### src/rtl/fb_port_arbiter_pkg.sv
// fb_port_arbiter_pkg
// Shared constants for the frame-buffer port arbiter.
// Contents:
//   - default pixel address width, colour depth and matrix size
//   - grant encoding and the issue-stage state type
//   - FB_BANK_BITS: extra RAM address bits used for bank selection
// Optional feature macro: FB_DOUBLE_BUFFER_EN adds one bank-select address bit.
// There are no ports; every other file in the arbiter imports this package.
package fb_port_arbiter_pkg;

  // Matrix geometry defaults. A pixel address is {row[3:0], col[3:0]} and a pixel is RGB332.
  localparam int FB_ADDR_WIDTH  = 8;
  localparam int FB_COLOR_DEPTH = 8;
  localparam int FB_MATRIX_SIZE = 16;

  // Grant encoding of the registered issue stage.
  localparam logic [1:0] GNT_IDLE = 2'd0;
  localparam logic [1:0] GNT_RD   = 2'd1;
  localparam logic [1:0] GNT_WR   = 2'd2;

  typedef enum logic [1:0] {
    ISSUE_IDLE = GNT_IDLE,
    ISSUE_RD   = GNT_RD,
    ISSUE_WR   = GNT_WR
  } issue_t;

  // The double-buffered RAM carries the bank select as its top address bit.
`ifdef FB_DOUBLE_BUFFER_EN
  localparam int FB_BANK_BITS = 1;
`else
  localparam int FB_BANK_BITS = 0;
`endif

endpackage

### src/rtl/fb_wr_fifo.sv
// fb_wr_fifo
// Synchronous FIFO with an occupancy count. It queues host pixel writes
// until the arbiter finds an idle RAM slot for them.
// Ports:
//   clk, rst   system clock; synchronous active-high reset that flushes the queue
//   push       enqueue push_data (ignored when full)
//   push_data  entry to enqueue
//   pop        dequeue the head entry (ignored when empty)
//   head       current head entry (combinational view of storage)
//   full       the queue holds DEPTH entries
//   empty      the queue holds no entries
//   count      occupancy, 0..DEPTH
// DEPTH must be a power of two and at least 2.
module fb_wr_fifo
  import fb_port_arbiter_pkg::*;
#(
  parameter int DEPTH = 4,
  parameter int WIDTH = FB_ADDR_WIDTH + FB_COLOR_DEPTH
) (
  input  logic                     clk,
  input  logic                     rst,
  input  logic                     push,
  input  logic [WIDTH-1:0]         push_data,
  input  logic                     pop,
  output logic [WIDTH-1:0]         head,
  output logic                     full,
  output logic                     empty,
  output logic [$clog2(DEPTH):0]   count
);

  localparam int PW = $clog2(DEPTH);
  localparam logic [PW:0] PTR_ONE = 1;

  logic [WIDTH-1:0] mem [DEPTH];
  logic [PW:0]      wr_ptr;
  logic [PW:0]      rd_ptr;

  // Pointers carry one extra wrap bit above the index, so equal indices with
  // different wrap bits mean full and identical pointers mean empty.
  always_ff @(posedge clk) begin
    if (rst) begin
      wr_ptr <= '0;
      rd_ptr <= '0;
    end else begin
      if (push && !full) wr_ptr <= wr_ptr + PTR_ONE;
      if (pop && !empty) rd_ptr <= rd_ptr + PTR_ONE;
    end
  end

  // The reset flushes the queue through the pointers, so storage needs no reset.
  always_ff @(posedge clk) begin
    if (push && !full) mem[wr_ptr[PW-1:0]] <= push_data;
  end

  assign head  = mem[rd_ptr[PW-1:0]];
  assign empty = (wr_ptr == rd_ptr);
  assign full  = (wr_ptr[PW] != rd_ptr[PW]) && (wr_ptr[PW-1:0] == rd_ptr[PW-1:0]);
  assign count = wr_ptr - rd_ptr;

endmodule

### src/rtl/fb_port_arbiter.sv
// fb_port_arbiter
// Shares the single-port frame-buffer RAM between the display scan reader
// and the host pixel writer. Display reads always win. Host writes wait in a
// small FIFO and go out in idle slots.
// Ports:
//   clk, rst             system clock; synchronous active-high reset
//   disp_rd_en/addr      display read request; data returns 2 cycles later
//   disp_rd_data/valid   read data, taken directly from ram_rdata
//   disp_frame_start     pulse at row-0 scan start (swap point)
//   host_wr_*            valid/ready pixel write channel
//   host_swap_req        request a front/back buffer swap
//   swap_done            one-cycle pulse when a swap is taken
//   wr_pending           queued host write count
//   ram_*                single-port RAM macro interface
// Optional feature macro: FB_DOUBLE_BUFFER_EN (double-buffered frame with bank swap).
// Without the macro, host_swap_req is ignored and swap_done stays 0.
module fb_port_arbiter
  import fb_port_arbiter_pkg::*;
#(
  parameter int ADDR_WIDTH    = FB_ADDR_WIDTH,
  parameter int DATA_WIDTH    = FB_COLOR_DEPTH,
  parameter int WR_FIFO_DEPTH = 4
) (
  input  logic                                clk,
  input  logic                                rst,
  input  logic                                disp_rd_en,
  input  logic [ADDR_WIDTH-1:0]               disp_rd_addr,
  output logic [DATA_WIDTH-1:0]               disp_rd_data,
  output logic                                disp_rd_valid,
  input  logic                                disp_frame_start,
  input  logic                                host_wr_valid,
  output logic                                host_wr_ready,
  input  logic [ADDR_WIDTH-1:0]               host_wr_addr,
  input  logic [DATA_WIDTH-1:0]               host_wr_data,
  input  logic                                host_swap_req,
  output logic                                swap_done,
  output logic [$clog2(WR_FIFO_DEPTH):0]      wr_pending,
  output logic                                ram_en,
  output logic                                ram_we,
  output logic [ADDR_WIDTH+FB_BANK_BITS-1:0]  ram_addr,
  output logic [DATA_WIDTH-1:0]               ram_wdata,
  input  logic [DATA_WIDTH-1:0]               ram_rdata
);

  localparam int RAM_AW = ADDR_WIDTH + FB_BANK_BITS;
  localparam int EW     = ADDR_WIDTH + DATA_WIDTH;

  issue_t                 issue_q;
  issue_t                 issue_d;
  logic                   fifo_push;
  logic                   fifo_pop;
  logic                   fifo_full;
  logic                   fifo_empty;
  logic [EW-1:0]          fifo_head;
  logic                   rd_valid_q;
  logic [RAM_AW-1:0]      rd_addr_full;
  logic [RAM_AW-1:0]      wr_addr_full;

  assign fifo_push = host_wr_valid && host_wr_ready;

  fb_wr_fifo #(
    .DEPTH (WR_FIFO_DEPTH),
    .WIDTH (EW)
  ) u_wr_fifo (
    .clk       (clk),
    .rst       (rst),
    .push      (fifo_push),
    .push_data ({host_wr_addr, host_wr_data}),
    .pop       (fifo_pop),
    .head      (fifo_head),
    .full      (fifo_full),
    .empty     (fifo_empty),
    .count     (wr_pending)
  );

`ifdef FB_DOUBLE_BUFFER_EN
  logic front_bank;
  logic swap_pending;
  logic swap_done_q;
  logic swap_take;

  // A swap is allowed only at a frame boundary, with the back buffer fully
  // drained: nothing queued and no write occupying the RAM this cycle.
  assign swap_take = disp_frame_start && swap_pending && fifo_empty && (issue_q != ISSUE_WR);

  // swap_pending is sticky, so repeated requests merge into one swap. A new
  // request arriving in the same cycle as a swap starts another pending swap.
  always_ff @(posedge clk) begin
    if (rst) begin
      front_bank   <= 1'b0;
      swap_pending <= 1'b0;
      swap_done_q  <= 1'b0;
    end else begin
      if (swap_take) front_bank <= ~front_bank;
      swap_pending <= host_swap_req || (swap_pending && !swap_take);
      swap_done_q  <= swap_take;
    end
  end

  // Writes are closed while a swap is pending, so the back buffer drains.
  assign host_wr_ready = !rst && !fifo_full && !swap_pending;
  assign swap_done     = swap_done_q;
  assign rd_addr_full  = {front_bank, disp_rd_addr};
  assign wr_addr_full  = {~front_bank, fifo_head[EW-1 -: ADDR_WIDTH]};
`else
  logic unused_swap_inputs;

  assign unused_swap_inputs = host_swap_req ^ disp_frame_start;
  assign host_wr_ready      = !rst && !fifo_full;
  assign swap_done          = 1'b0;
  assign rd_addr_full       = disp_rd_addr;
  assign wr_addr_full       = fifo_head[EW-1 -: ADDR_WIDTH];
`endif

  // Grant decision: the display has absolute priority. The FIFO head is
  // popped in the grant cycle and its contents are registered into the RAM
  // address/data outputs at the same edge.
  always_comb begin
    issue_d  = ISSUE_IDLE;
    fifo_pop = 1'b0;
    if (disp_rd_en) begin
      issue_d = ISSUE_RD;
    end else if (!fifo_empty) begin
      issue_d  = ISSUE_WR;
      fifo_pop = 1'b1;
    end
  end

  // Issue-stage state register.
  always_ff @(posedge clk) begin
    if (rst) issue_q <= ISSUE_IDLE;
    else     issue_q <= issue_d;
  end

  // RAM address/data registers. They hold their value in idle slots, and a
  // read leaves the write data alone.
  always_ff @(posedge clk) begin
    if (rst) begin
      ram_addr  <= '0;
      ram_wdata <= '0;
    end else if (issue_d == ISSUE_RD) begin
      ram_addr <= rd_addr_full;
    end else if (issue_d == ISSUE_WR) begin
      ram_addr  <= wr_addr_full;
      ram_wdata <= fifo_head[DATA_WIDTH-1:0];
    end
  end

  // The RAM returns data one cycle after an issued read. This register lines
  // up the valid flag with that data. Reset clears it, which drops any
  // in-flight read.
  always_ff @(posedge clk) begin
    if (rst) rd_valid_q <= 1'b0;
    else     rd_valid_q <= (issue_q == ISSUE_RD);
  end

  assign ram_en        = (issue_q != ISSUE_IDLE);
  assign ram_we        = (issue_q == ISSUE_WR);
  assign disp_rd_valid = rd_valid_q;
  assign disp_rd_data  = ram_rdata;

endmodule

### config.mk
export PLATFORM = sky130hd
export DESIGN_NAME = fb_port_arbiter
export DESIGN_NICKNAME = d
export VERILOG_FILES = /design/src/rtl/fb_port_arbiter_pkg.sv /design/src/rtl/fb_wr_fifo.sv /design/src/rtl/fb_port_arbiter.sv
export SDC_FILE = /design/constraint.sdc
export NUM_CORES = 1
export LEC_CHECK = 0
export CAP_MARGIN = 10
export CORE_MARGIN = 5
export CORE_UTILIZATION = 56
export DETAILED_ROUTE_END_ITERATION = 7
export PLACE_DENSITY = 0.85
export RECOVER_POWER = 100
export SLEW_MARGIN = 20
export SYNTH_ARGS = -nofsm -noshare
export SYNTH_HDL_FRONTEND = slang
export SYNTH_HIERARCHICAL = 1
export SYNTH_SLANG_ARGS = --single-unit
### constraint.sdc
create_clock -name clk -period 4 [get_ports clk]
set_input_delay 1.2 -clock clk [delete_from_list [all_inputs] [get_ports clk]]
set_output_delay 1.2 -clock clk [all_outputs]
set_load 0.03 [all_outputs]
==> metrics, run 1 <==
crit path launch rst; final wirelength 7040 um; Final Hold Vio Count 0; GRT Resource Usage Total 0.177; Worst-Skew Late Latency 350 ps; # setup viols final 0; die width 92.2 um; post-synthesis sequential area ratio 0.650; CP Capture Type register; Residual DRC 0; RR Startpoint u_wr_fifo/wr_ptr[0]; HP Start issue_q[1]; detailed-route via count 2,142; Power Density 510 nW/um2; # rows 30; share of cells above drive strength 1 0.143; Final Non-Filler Cells 374; CTS tree built; port bufs 50; Setup WS pre-CTS 788 ps; Yosys top cell by area edfxtp_1; 1st-iter DRT viols 141; Yosys warning total 6; clk buf depth 2; Crit Path Max Fanout 30; H-tree depth 3; Final Max Slew Viols 0; Synth Cell Area 3790 um2; initial antenna violation count 0; Clk pin slew, worst setup/hold paths 80 ps; Worst EP arrival 3900 ps; total core area 6680 um2; Yosys reg bits 91; multiplexer share of the synthesized area 0.116; unrepaired setup endpoints after global routing no; post-CTS setup buffer count 0; dpl cells 358; Max-Cap Viols 0; synth cell count leaders edfxtp_1 (64), dfxtp_1 (27), mux4_2 (16); Inserted Clock Buffers 9; FILL cells 489; remaining global-route overflow 0; Vias/cell 5.73; Hold Path Class register to register; Register-to-Register Path Depth 9; Post-Route Setup TNS 0 ps; clk root buf clkbuf_8; dpl hpwl 4660 um; Ant. Diodes 0; fraction of registers with async set or reset after synthesis 0; syn_area_per_cell 15.5 um2; CP required 4230 ps; Post-CTS Resized 0; Synth cell types 44; Initial DRT Pass Iterations 4; global-route wire length before repair 11,300 um; Synth Area in Simple Gates 0.0899; IO Pins 70; antenna-violating nets left 0; Hold Buf Count CTS 0; top-count cell post-synth edfxtp_1; WL per Instance 18.8 um; worst IR drop on VDD 0.321 mV; kind of critical path primary input to register; number of nets in the layout 335; final worst setup slack 326 ps; period utilisation layout 0.918; Die Ht 92.2 um; Post-Synthesis Cells 244; Post-Syn Nets 290; Post-synth EDFFs 64; Yosys top cell area share 0.508; Max Freq 272 MHz; largest family of logic cells by synthesized area multiplexers; P_leak 1.55 nW; P&R area growth vs syn 17.4%; hold depth 1; max_slew headroom 0.0649; number of global-route vias before repair 2,259; clk sinks 91; status finished clean; CP Launch Type primary input; post-synthesis compound-gate area fraction 0.0605; Post-Synth Adder-Cell Area 0.0284; final clock skew 8.83 ps; largest net degree at the start of global routing 31; initial cell density of the core 0.567; GP Congestion 0.806; Least-Margin Pin Slew 1400 ps; dominant synthesized flop cell edfxtp_1; top cells by area, synth edfxtp_1 (51%), dfxtp_1 (14%), mux4_2 (9.5%), ha_1 (2.3%), buf_4 (2.2%); die area 8510 um2; XOR/XNOR Fraction of Synth Area 0.00463; fin crit period 3670 ps
-- state kept, by name, summed over array words and instances (netlist names), named ones only --
signal,flops
u_wr_fifo/mem,64
issue_q,2
ram_wdata,8
ram_addr,8
disp_rd_valid,1
u_wr_fifo/rd_ptr,3
u_wr_fifo/wr_ptr,3
-- cell families after synthesis --
kind of cell	after synthesis
and+or+nand+nor	52
adders and majority gates	8
DFF	91
buffers and inverters	31
other	1
xor gates and xnor gates	2
muxes	24
AOI/OAI and AO/OA	35
-- placed cells by master (no fill, tap or decap), types with 6 or more instances in the layout --
cell             Yosys  final
edfxtp_1            64     64
dlygate4sd3_1        0     38
dfxtp_1             27     27
mux4_2              16     16
clkbuf_8             0     11
clkdlybuf4s50_1      0     11
nor2b_1             11     10
a21oi_1              9      9
mux2i_1              8      8
a211oi_1             8      8
o21ai_0              8      8
clkbuf_1             7      7
ha_1                 7      7
or3b_2               6      6
inv_1                6      6
nand2_1              6      6
-- routing by layer --
layer / vias to the layer above / routed length, um / GRT usage
met1: 1052 / 2880 / 0.213
met3: 8 / 448 / 0.0492
met2: 68 / 3630 / 0.293
met5: - / 0 / 0
li1: 1014 / - / -
met4: 0 / 76 / 0.0891
-- path summary, 6_finish.rpt --
path                                             to  slack [ps]
worst max-delay path            u_wr_fifo/rd_ptr[0]         330
worst min-delay path                  disp_rd_valid         430
worst max register to register  u_wr_fifo/mem[0][9]         460
worst min register to register        disp_rd_valid         430
-- worst max-delay path, stage by stage --
cell	delay (ps)
clkdlybuf4s50_1	480
clkbuf_1	1030
inv_1	400
and4b_1	330
or4_1	460
-- per-stage QoR --
step / util / hold WS [ps] / power (mW) / cell area [um2]
after CTS: 0.669 / 440 / 2.31 / 4470
after global placement: 0.642 / 410 / 1.73 / 4290
after global routing: 0.666 / 479 / 2.38 / 4450
after detailed placement: 0.642 / 428 / 1.75 / 4290
after floorplan: - / 404 / 1.60 / 3790
final: 0.666 / 431 / 2.27 / 4450
-- where the power goes --
| group | total, mW | switching [mW] | internal, mW |
|---|---|---|---|
| Clock | 0.567 | 0.309 | 0.258 |
| Combinational | 0.566 | 0.307 | 0.258 |
| Sequential | 1.14 | 0.0596 | 1.08 |
| Total | 2.27 | 0.676 | 1.59 |
-- cell type report --
type                            instances  area [um2]  share of cell area
Tap cell                               80         100              0.0225
Inverter                                7        26.3             0.00591
Timing Repair Buffer                   58         536               0.120
Clock buffer                           12         155              0.0349
Clock inverter                          4        26.3             0.00591
Sequential cell                        91        2460               0.554
Multi-Input combinational cell        122        1140               0.257
No activity file was read; power rests on OpenSTA's default activity.
==> inputs of run 2 (changes only) <==
--- a/config.mk
+++ b/config.mk
@@ -8,6 +8,7 @@
 export CAP_MARGIN = 10
 export CORE_MARGIN = 5
 export CORE_UTILIZATION = 56
+export CTS_CLUSTER_DIAMETER = 50
 export DETAILED_ROUTE_END_ITERATION = 7
 export PLACE_DENSITY = 0.85
 export RECOVER_POWER = 100
==> results of run 2 <==
Same layout as run 1: the final DEF is identical, and so are final timing and power.
==> inputs of run 3 (changes only) <==
--- a/config.mk
+++ b/config.mk
@@ -6,7 +6,6 @@
 export NUM_CORES = 1
 export LEC_CHECK = 0
 export CAP_MARGIN = 10
-export CORE_MARGIN = 5
 export CORE_UTILIZATION = 56
 export CTS_CLUSTER_DIAMETER = 50
 export DETAILED_ROUTE_END_ITERATION = 7
==> metrics, run 3 (synthesis results as in run 1) <==
status finished, violations left; failing checks design-rule violations; largest net degree at the start of global routing 31; most common cell after layout, fill and taps aside edfxtp_1; CP Launch Type primary input; P_leak 1.57 nW; Hold Buf Count CTS 0; detailed-route via count 2,144; Hold Path Class register to register; initial cell density of the core 0.590; 1st-iter DRT viols 165; Layout Utilization 0.695; CTS tree built; unrepaired setup endpoints after global routing no; Crit Path Max Fanout 30; most frequent cells in the layout edfxtp_1 (64), dlygate4sd3_1 (38), dfxtp_1 (26); final clock skew 8.79 ps; clk sinks 91; GP Congestion 0.769; initial antenna violation count 0; dpl hpwl 4490 um; kind of critical path primary input to register; Inserted Clock Buffers 9; P&R area growth vs syn 17.8%; Final Non-Filler Cells 370; total core area 6420 um2; # setup viols final 0; worst IR drop on VDD 0.275 mV; IO Pins 70; Worst EP arrival 3880 ps; number of global-route vias before repair 2,310; final wirelength 6910 um; WL per Instance 18.7 um; dpl cells 354; crit path launch rst; Least-Margin Pin Slew 1380 ps; Residual DRC 14; CP Capture Type register; Die Ht 84.2 um; die area 7090 um2; fin crit period 3650 ps; share of cells above drive strength 1 0.150; period utilisation layout 0.914; Max Freq 274 MHz; number of nets in the layout 334; Clk pin slew, worst setup/hold paths 90 ps; Worst-Skew Late Latency 350 ps; CP required 4230 ps; Ant. Diodes 0; Max-Cap Viols 0; global-route wire length before repair 11,400 um; port bufs 50; # rows 29; GRT Resource Usage Total 0.218; Post-CTS Resized 0; Vias/cell 5.79; Largest register FFs 64; clk root buf clkbuf_8; Final Max Slew Viols 0; Power Density 521 nW/um2; clk buf depth 2; die width 84.2 um; RR Startpoint u_wr_fifo/wr_ptr[0]; remaining global-route overflow 0; Initial DRT Pass Iterations 6; Post-Route Setup TNS 0 ps; H-tree depth 3; max_slew headroom 0.0824; post-CTS setup buffer count 0; antenna-violating nets left 0; Final Hold Vio Count 0; HP Start issue_q[1]
-- run 3: worst max-delay path, cell delays in order --
cell,delay (ps)
clkdlybuf4s50_1,470
clkbuf_1,1000
inv_1,410
and4b_1,330
or4_1,460
-- run 3: stage by stage --
stage	hold WS (ps)	setup WS [ps]	power [mW]	instance area, um2
final	445	345	2.33	4460
after global routing	455	196	2.44	4460
after CTS	450	456	2.37	4480
after detailed placement	438	855	1.74	4280
after global placement	412	856	1.72	4280
after floorplan	404	758	1.60	3790
-- run 3: power breakdown --
part           internal, mW  switching, mW
Sequential             1.08         0.0669
Combinational         0.255          0.298
Clock                 0.298          0.331
Total                  1.63          0.696
-- run 3: cell type report --
cell class	instances	area, um2
Sequential cell	91	2460
Fill cell	433	1960
Multi-Input combinational cell	122	1140
Timing Repair Buffer	57	528
Clock buffer	9	124
Tap cell	77	96.3
Clock inverter	7	82.6
Inverter	7	26.3
-- run 3: final timing paths --
check / endpoint / slack, ps / depth (start not counted)
worst max-delay path: u_wr_fifo/rd_ptr[0] / 350 / 5
worst min-delay path: disp_rd_valid / 440 / 1
worst max register to register: u_wr_fifo/mem[0][0] / 610 / 9
worst min register to register: disp_rd_valid / 440 / 1
-- run 3: layer usage --
metal | global-route usage | wire length [um] | up-vias
li1 | - | - | 1017
met4 | 0.111 | 98 | 0
met3 | 0.0413 | 337 | 7
met2 | 0.368 | 3620 | 66
met5 | 0 | 0 | -
met1 | 0.272 | 2850 | 1054
